**src/rtl/ff_cmd_arbiter.sv**
```systemverilog
// ============================================================================
// Module      : ff_cmd_arbiter
// Description : Two-requester round-robin arbiter and sequencer for a bank of
//               set/toggle/clear/hold bit cells. Grants at most one masked
//               command per cycle, owns the bank state, and reports
//               completion and contention (saturating stall counter).
//               Optional feature macro: FFARB_LOCK_EN (lock states LOCK0 and
//               LOCK1 that give one requester exclusive ownership).
// Revision    : 1.0 - initial release
// ============================================================================
`default_nettype none

module ff_cmd_arbiter #(
   parameter int WIDTH   = 8,
   parameter int STALL_W = 8
) (
   input  logic               clk,
   input  logic               rst,
   // requester 0
   input  logic               req0_valid,
   output logic               req0_ready,
   input  logic [1:0]         req0_op,
   input  logic [WIDTH-1:0]   req0_mask,
   input  logic               req0_lock,
   // requester 1
   input  logic               req1_valid,
   output logic               req1_ready,
   input  logic [1:0]         req1_op,
   input  logic [WIDTH-1:0]   req1_mask,
   input  logic               req1_lock,
   // bank state and status
   output logic [WIDTH-1:0]   q,
   output logic               done,
   output logic               done_id,
   output logic [STALL_W-1:0] stall_cnt
);

   // Command encoding {b1,b2}
   localparam logic [1:0] OP_SET    = 2'b11;
   localparam logic [1:0] OP_TOGGLE = 2'b10;
   localparam logic [1:0] OP_CLEAR  = 2'b01;

   localparam logic [STALL_W-1:0] STALL_MAX = {STALL_W{1'b1}};
   localparam logic [STALL_W-1:0] STALL_ONE = {{(STALL_W-1){1'b0}}, 1'b1};

   typedef enum logic [1:0] {
      ST_IDLE  = 2'd0,
      ST_LOCK0 = 2'd1,
      ST_LOCK1 = 2'd2
   } state_t;

   state_t             state;
   logic               last;       // ID of the most recently granted requester
   logic               gnt0;
   logic               gnt1;
   logic               accept;
   logic               accept_id;
   logic               sel_lock;
   logic [1:0]         sel_op;
   logic [WIDTH-1:0]   sel_mask;
   logic [WIDTH-1:0]   q_next;
   logic               stall_evt;

   // Grant selection: lock owner only while locked, otherwise round-robin
   // where a lone valid requester always wins and a tie goes to the one
   // that was not granted last.
   always_comb begin
      gnt0 = 1'b0;
      gnt1 = 1'b0;
      case (state)
         ST_LOCK0: gnt0 = req0_valid;
         ST_LOCK1: gnt1 = req1_valid;
         default: begin
            if (req0_valid && req1_valid) begin
               gnt0 = last;
               gnt1 = ~last;
            end else begin
               gnt0 = req0_valid;
               gnt1 = req1_valid;
            end
         end
      endcase
   end

   assign req0_ready = gnt0;
   assign req1_ready = gnt1;
   assign accept     = gnt0 | gnt1;
   assign accept_id  = gnt1;

   // A requester that is valid but not granted this cycle counts as a stall.
   assign stall_evt = (req0_valid & ~gnt0) | (req1_valid & ~gnt1);

   // Steer the granted command onto the shared bank; a zero mask means no
   // cell is touched when nothing is accepted.
   always_comb begin
      sel_op   = 2'b00;
      sel_mask = '0;
      sel_lock = 1'b0;
      if (gnt0) begin
         sel_op   = req0_op;
         sel_mask = req0_mask;
         sel_lock = req0_lock;
      end else if (gnt1) begin
         sel_op   = req1_op;
         sel_mask = req1_mask;
         sel_lock = req1_lock;
      end
   end

   // Next value of one bit cell for a given command and select.
   function automatic logic cell_next(input logic cur, input logic [1:0] op,
                                      input logic sel);
      logic nxt;
      nxt = cur;
      if (sel) begin
         case (op)
            OP_SET:    nxt = 1'b1;
            OP_TOGGLE: nxt = ~cur;
            OP_CLEAR:  nxt = 1'b0;
            default:   nxt = cur;
         endcase
      end
      return nxt;
   endfunction

   for (genvar i = 0; i < WIDTH; i++) begin : g_cell
      assign q_next[i] = cell_next(q[i], sel_op, sel_mask[i]);
   end

`ifdef FFARB_LOCK_EN
   // Arbitration FSM: round-robin pointer plus lock ownership transitions.
   always_ff @(posedge clk or posedge rst) begin
      if (rst) begin
         state <= ST_IDLE;
         last  <= 1'b1;
      end else begin
         if (accept) begin
            last <= accept_id;
         end
         case (state)
            ST_IDLE: begin
               if (accept && sel_lock) begin
                  state <= accept_id ? ST_LOCK1 : ST_LOCK0;
               end
            end
            ST_LOCK0: begin
               if (gnt0 && !sel_lock) begin
                  state <= ST_IDLE;
               end
            end
            ST_LOCK1: begin
               if (gnt1 && !sel_lock) begin
                  state <= ST_IDLE;
               end
            end
            default: state <= ST_IDLE;
         endcase
      end
   end
`else
   // Lock inputs are ignored in the pure round-robin build.
   logic unused_lock;
   assign unused_lock = req0_lock | req1_lock | sel_lock;

   // Arbitration FSM: round-robin pointer only; the state never leaves IDLE.
   always_ff @(posedge clk or posedge rst) begin
      if (rst) begin
         state <= ST_IDLE;
         last  <= 1'b1;
      end else begin
         state <= ST_IDLE;
         if (accept) begin
            last <= accept_id;
         end
      end
   end
`endif

   // Bank state, completion pulse and saturating stall counter.
   always_ff @(posedge clk or posedge rst) begin
      if (rst) begin
         q         <= '0;
         done      <= 1'b0;
         done_id   <= 1'b0;
         stall_cnt <= '0;
      end else begin
         q    <= q_next;
         done <= accept;
         if (accept) begin
            done_id <= accept_id;
         end
         if (stall_evt && (stall_cnt != STALL_MAX)) begin
            stall_cnt <= stall_cnt + STALL_ONE;
         end
      end
   end

endmodule

`default_nettype wire
```
**config.mk**
```make
export PLATFORM = sky130hd
export DESIGN_NAME = ff_cmd_arbiter
export DESIGN_NICKNAME = d
export VERILOG_FILES = /design/src/rtl/ff_cmd_arbiter.sv
export SDC_FILE = /design/constraint.sdc
export NUM_CORES = 1
export LEC_CHECK = 0
export ABC_AREA = 1
export BUFFER_PORTS_ARGS = -buffer_cell sky130_fd_sc_hd__buf_2
export CORE_MARGIN = 5
export CORE_UTILIZATION = 25
export CTS_CLUSTER_DIAMETER = 120
export DETAILED_ROUTE_END_ITERATION = 10
export SLEW_MARGIN = 25
export SYNTH_ARGS = -nofsm -noshare
export SYNTH_HDL_FRONTEND = slang
export SYNTH_SLANG_ARGS = --single-unit
```
**constraint.sdc**
```tcl
create_clock -name clk -period 1.2 [get_ports clk]
set_input_delay 0.3 -clock clk [delete_from_list [all_inputs] [get_ports clk]]
set_output_delay 0.3 -clock clk [all_outputs]
set_load 0.01 [all_outputs]
```
# Word-level counts from Yosys, hierarchy flattened
# Cells that the tools add are included.
# word_totals
ff_bits	19
# classes
mux	14
n_reduce_logical	11
addsub	1
bitwise_logic	15
n_eq_ne	4
# ops
operator	count
$pmux W1 S3	8
$mux W8	2
$reduce_and A2 Y1	8
$not A1 Y1	11
$add A8 B1 Y8 const B	1
$ne A8 B8 Y1 const B	1
$eq A2 B2 Y1 const B	2
$mux W2	2
$reduce_bool A3 Y1	1
$and A1 B1 Y1	2
$eq A2 B1 Y1 const B	1
$logic_and A1 B1 Y1	2
$mux W1	2
$or A1 B1 Y1	2

# Depth between registers and ports, before layout
# depth
word_depth	7
ltp_mapped	9
depth_no_buf	9

# Least setup slack after synthesis
# Ideal clock, no wire load.
# synth_timing
kind	register to register
startpoint	register stall_cnt[0]
endpoint	register stall_cnt[3]
period_less_slack_ns	1.327
arrival_time_ns	1.210
path_stages_with_launch	9
n_path_buf	0
setup_slack_ns	-0.127
cell_sequence	dfrtp_1 ha_1 inv_1 nor2_1 nand3_1 nand2_2 inv_2 nand3b_1 nand2_1
# synth_between
elab_chain_cells	2
# synth_lines
element	line_no	source
start: declaration	35	output logic [STALL_W-1:0] stall_cnt
start signal: assignment	193	stall_cnt <= stall_cnt + STALL_ONE;
branches (longest 2 deep; another with $add A8 B1 Y8)	-	
# Parallel ways; which one is timed is not known.
# A chain may end at the register's enable or synchronous reset.

# Worst setup path after layout
# layout_timing
startpoint	register last
endpoint	output port req0_ready
# layout_between
elab_chain_cells	1
# layout_lines
element	line_no	source
start: declaration	53	logic last;
start signal: assignment	173	last <= accept_id;
$mux W1	74	if (req0_valid && req1_valid) begin
end: declaration	21	output logic req0_ready,
# Every way passes these cells.

==> impl_metrics.yaml <==
run_status:
  run_status: "complete, but fails checks"
  failed_checks: "negative setup slack"
min_path:
  hold_path.class: "input pin to asynchronous set/reset pin"
global_route:
  grt_pass1_vias: 1092
  grt_remaining_overflow: 0
  grt.total_usage_pct: 10.1
  antenna_found_initial: 0
  grt_pass1_wl_mm: 5.00
  grt_max_degree: 20
yosys:
  syn-num-nets: 187
  syn_area_sq_um: 1120
  syn_inst: 160
  synth_cell_types: 18
  synth.yosys.seq_area_share_pct: 42.6
  ys_ff_latch: 19
  syn_area_per_cell_sq_um: 7.00
  synthesis.yosys.warnings: 0
floorplan:
  row_count: 24
  ios: 46
  dieArea_sq_um: 5920
  core_area_sq_um: 4350
  start_util_pct: 25.7
  fp.dieH_um: 76.9
  die_w_um: 76.9
route:
  vias: 1217
  routedWlPerCell_um: 11.2
  wl_mm: 3.10
  drtIter0Drc: 34
  remaining_drc_errors: 0
  first_pass_iters: 4
  post_drt_via_cell_ratio: 4.41
  ant_nets: 0
timing:
  min_period_ns: 1.46
  setup_viol: 17
  relSlewSlack_pct: 83.1
  drv_slew: 0
  period_share_pct: 122
  tns_ns: -2.24
  rsz0062_at_grt: "yes"
  fin_ws_ns: -0.263
  hold_viol_final: 0
  skew_ns: 0.00142
  worst_pin_slew_ns: 0.254
  max_freq_ghz: 0.684
run:
  drv_cap: 0
critical_path:
  rr_worst_depth: 9
  start_kind: "register"
  cp.required_ns: 0.90
  crit_path_end_kind: "output pin"
  crit_fanout: 3
  worstPathArrival_ns: 1.16
  criticalPathCategory: "register to output pin"
place:
  dp_hpwl_mm: 2.28
  port_buffers: 43
  dp.cells: 270
  gp_congestion: 0.714
  pre_cts_ws_ns: -0.161
cts:
  cts.sinks: 19
  root_buffer: "clkbuf_8"
  htreeDepth: 1
  cts.reportedPaths.clkPinSlew_ns: 0.07
  cts_buffers: 3
  cts_tree: "built"
  insertion_delay_ns: 0.25
  clock_path_buffers: 2
layout:
  fin_util_pct: 40.1
  fill_cells: 461
  drive_above_1_share_pct: 46.4
  syn_to_final_growth_pct: 55.8
  stdcell_count: 276
  final_common_cell: "nand2_1"
  mostFrequentLayoutCells: "nand2_1 (55), buf_2 (38), nand2_2 (22), dfrtp_1 (18), nand3_1 (15)"
  diodes: 0
  nets: 252
power:
  p_total_mw: 2.52
  powerDensity_nw_per_um2: 1440
  peakVddDrop_v: 0.000356
  p_leak_nw: 0.968
## per-layer routing
metal  wire, um  track usage [%]  part of all wire [%]
met4         28             4.20                  0.90
met5          0                0                     0
met1       1400             13.3                    45
met2       1490             15.5                    48
met3        174             2.69                   5.6
## power by group
part / leakage, nW / switching (mW) / total [mW] / internal, mW
clock network: 0.0228 / 0.206 / 0.442 / 0.236
registers: 0.231 / 0.150 / 0.964 / 0.814
logic: 0.715 / 0.586 / 1.11 / 0.527
## synth_stat cells
cell / count / area [sq um]
nor3_1: 2 / 10.0
inv_2: 2 / 7.51
nor2_1: 4 / 15.0
a21oi_4: 1 / 16.3
nand4_1: 1 / 6.26
buf_6: 2 / 22.5
inv_1: 15 / 56.3
nand2_1: 77 / 289
dfrtp_1: 18 / 450
o21ai_2: 1 / 8.76
ha_1: 1 / 12.5
nand3_1: 16 / 80.1
o21ai_1: 3 / 15.0
nand3b_1: 3 / 22.5
dfstp_2: 1 / 26.3
o21ai_0: 6 / 30.0
xor2_1: 3 / 26.3
nand2_2: 4 / 25.0
## cell type report
type                            instances  area, sq um  share of cell area [%]
Sequential cell                        19          477                    27.3
Clock buffer                            4         45.0                    2.58
Inverter                               17         73.8                    4.23
Tap cell                               52         65.1                    3.73
Multi-Input combinational cell        122          664                    38.1
Timing Repair Buffer                   62          419                    24.0
## cell families (layout without fill, tap and decap cells)
| logic type | count (synthesis) | in the layout | synth area share [%] |
|---|---|---|---|
| fa+ha+maj | 1 | 1 | 1.12 |
| compound gates | 11 | 11 | 6.26 |
| simple gates | 107 | 107 | 40.0 |
| xor+xnor | 3 | 3 | 2.35 |
| flops | 19 | 19 | 42.6 |
| buf+inv | 19 | 83 | 7.71 |
## state kept, by name (all words and copies together), names as in the netlist
register	flops
last	1
q	8
done	1
stall_cnt	8
done_id	1
## per-stage QoR
step	hold WS, ns	area, sq um
final	0.0616	1740
after global routing	0.0865	1740
after CTS	0.0688	1640
after detailed placement	0.342	1510
after global placement	0.338	1510
after floorplan	0.250	1120
## worst paths after layout
check	from	endpoint	slack, ns
setup / recovery	last$_DFFE_PP1P_	req0_ready	-0.26
min in group clk	req0_valid	done$_DFF_PP0_	0.38
hold / removal	rst	stall_cnt[1]$_DFFE_PP0P_	0.06
hold reg to reg	q[4]$_DFFE_PP0P_	q[4]$_DFFE_PP0P_	0.51
setup reg to reg	last$_DFFE_PP1P_	q[2]$_DFFE_PP0P_	-0.22
max in group asynchronous	rst	last$_DFFE_PP1P_	0.87
## critical path, stage by stage, from the launching register on
cell,delay (ns)
dfstp_2,0.55
inv_2,0.06
a21oi_4,0.17
buf_6,0.13
## repair_timing
| item | 4_1_cts | 5_1_grt |
|---|---|---|
| setup endpoints to repair | 20 | 20 |
| hold buffers | 0 | 0 |
| pin swaps | 10 | 10 |
| setup buffers | 2 | 3 |
| resized for setup | 20 | 32 |
| hold endpoints to repair | 0 | 0 |
Power figures use the tool's default switching activity.
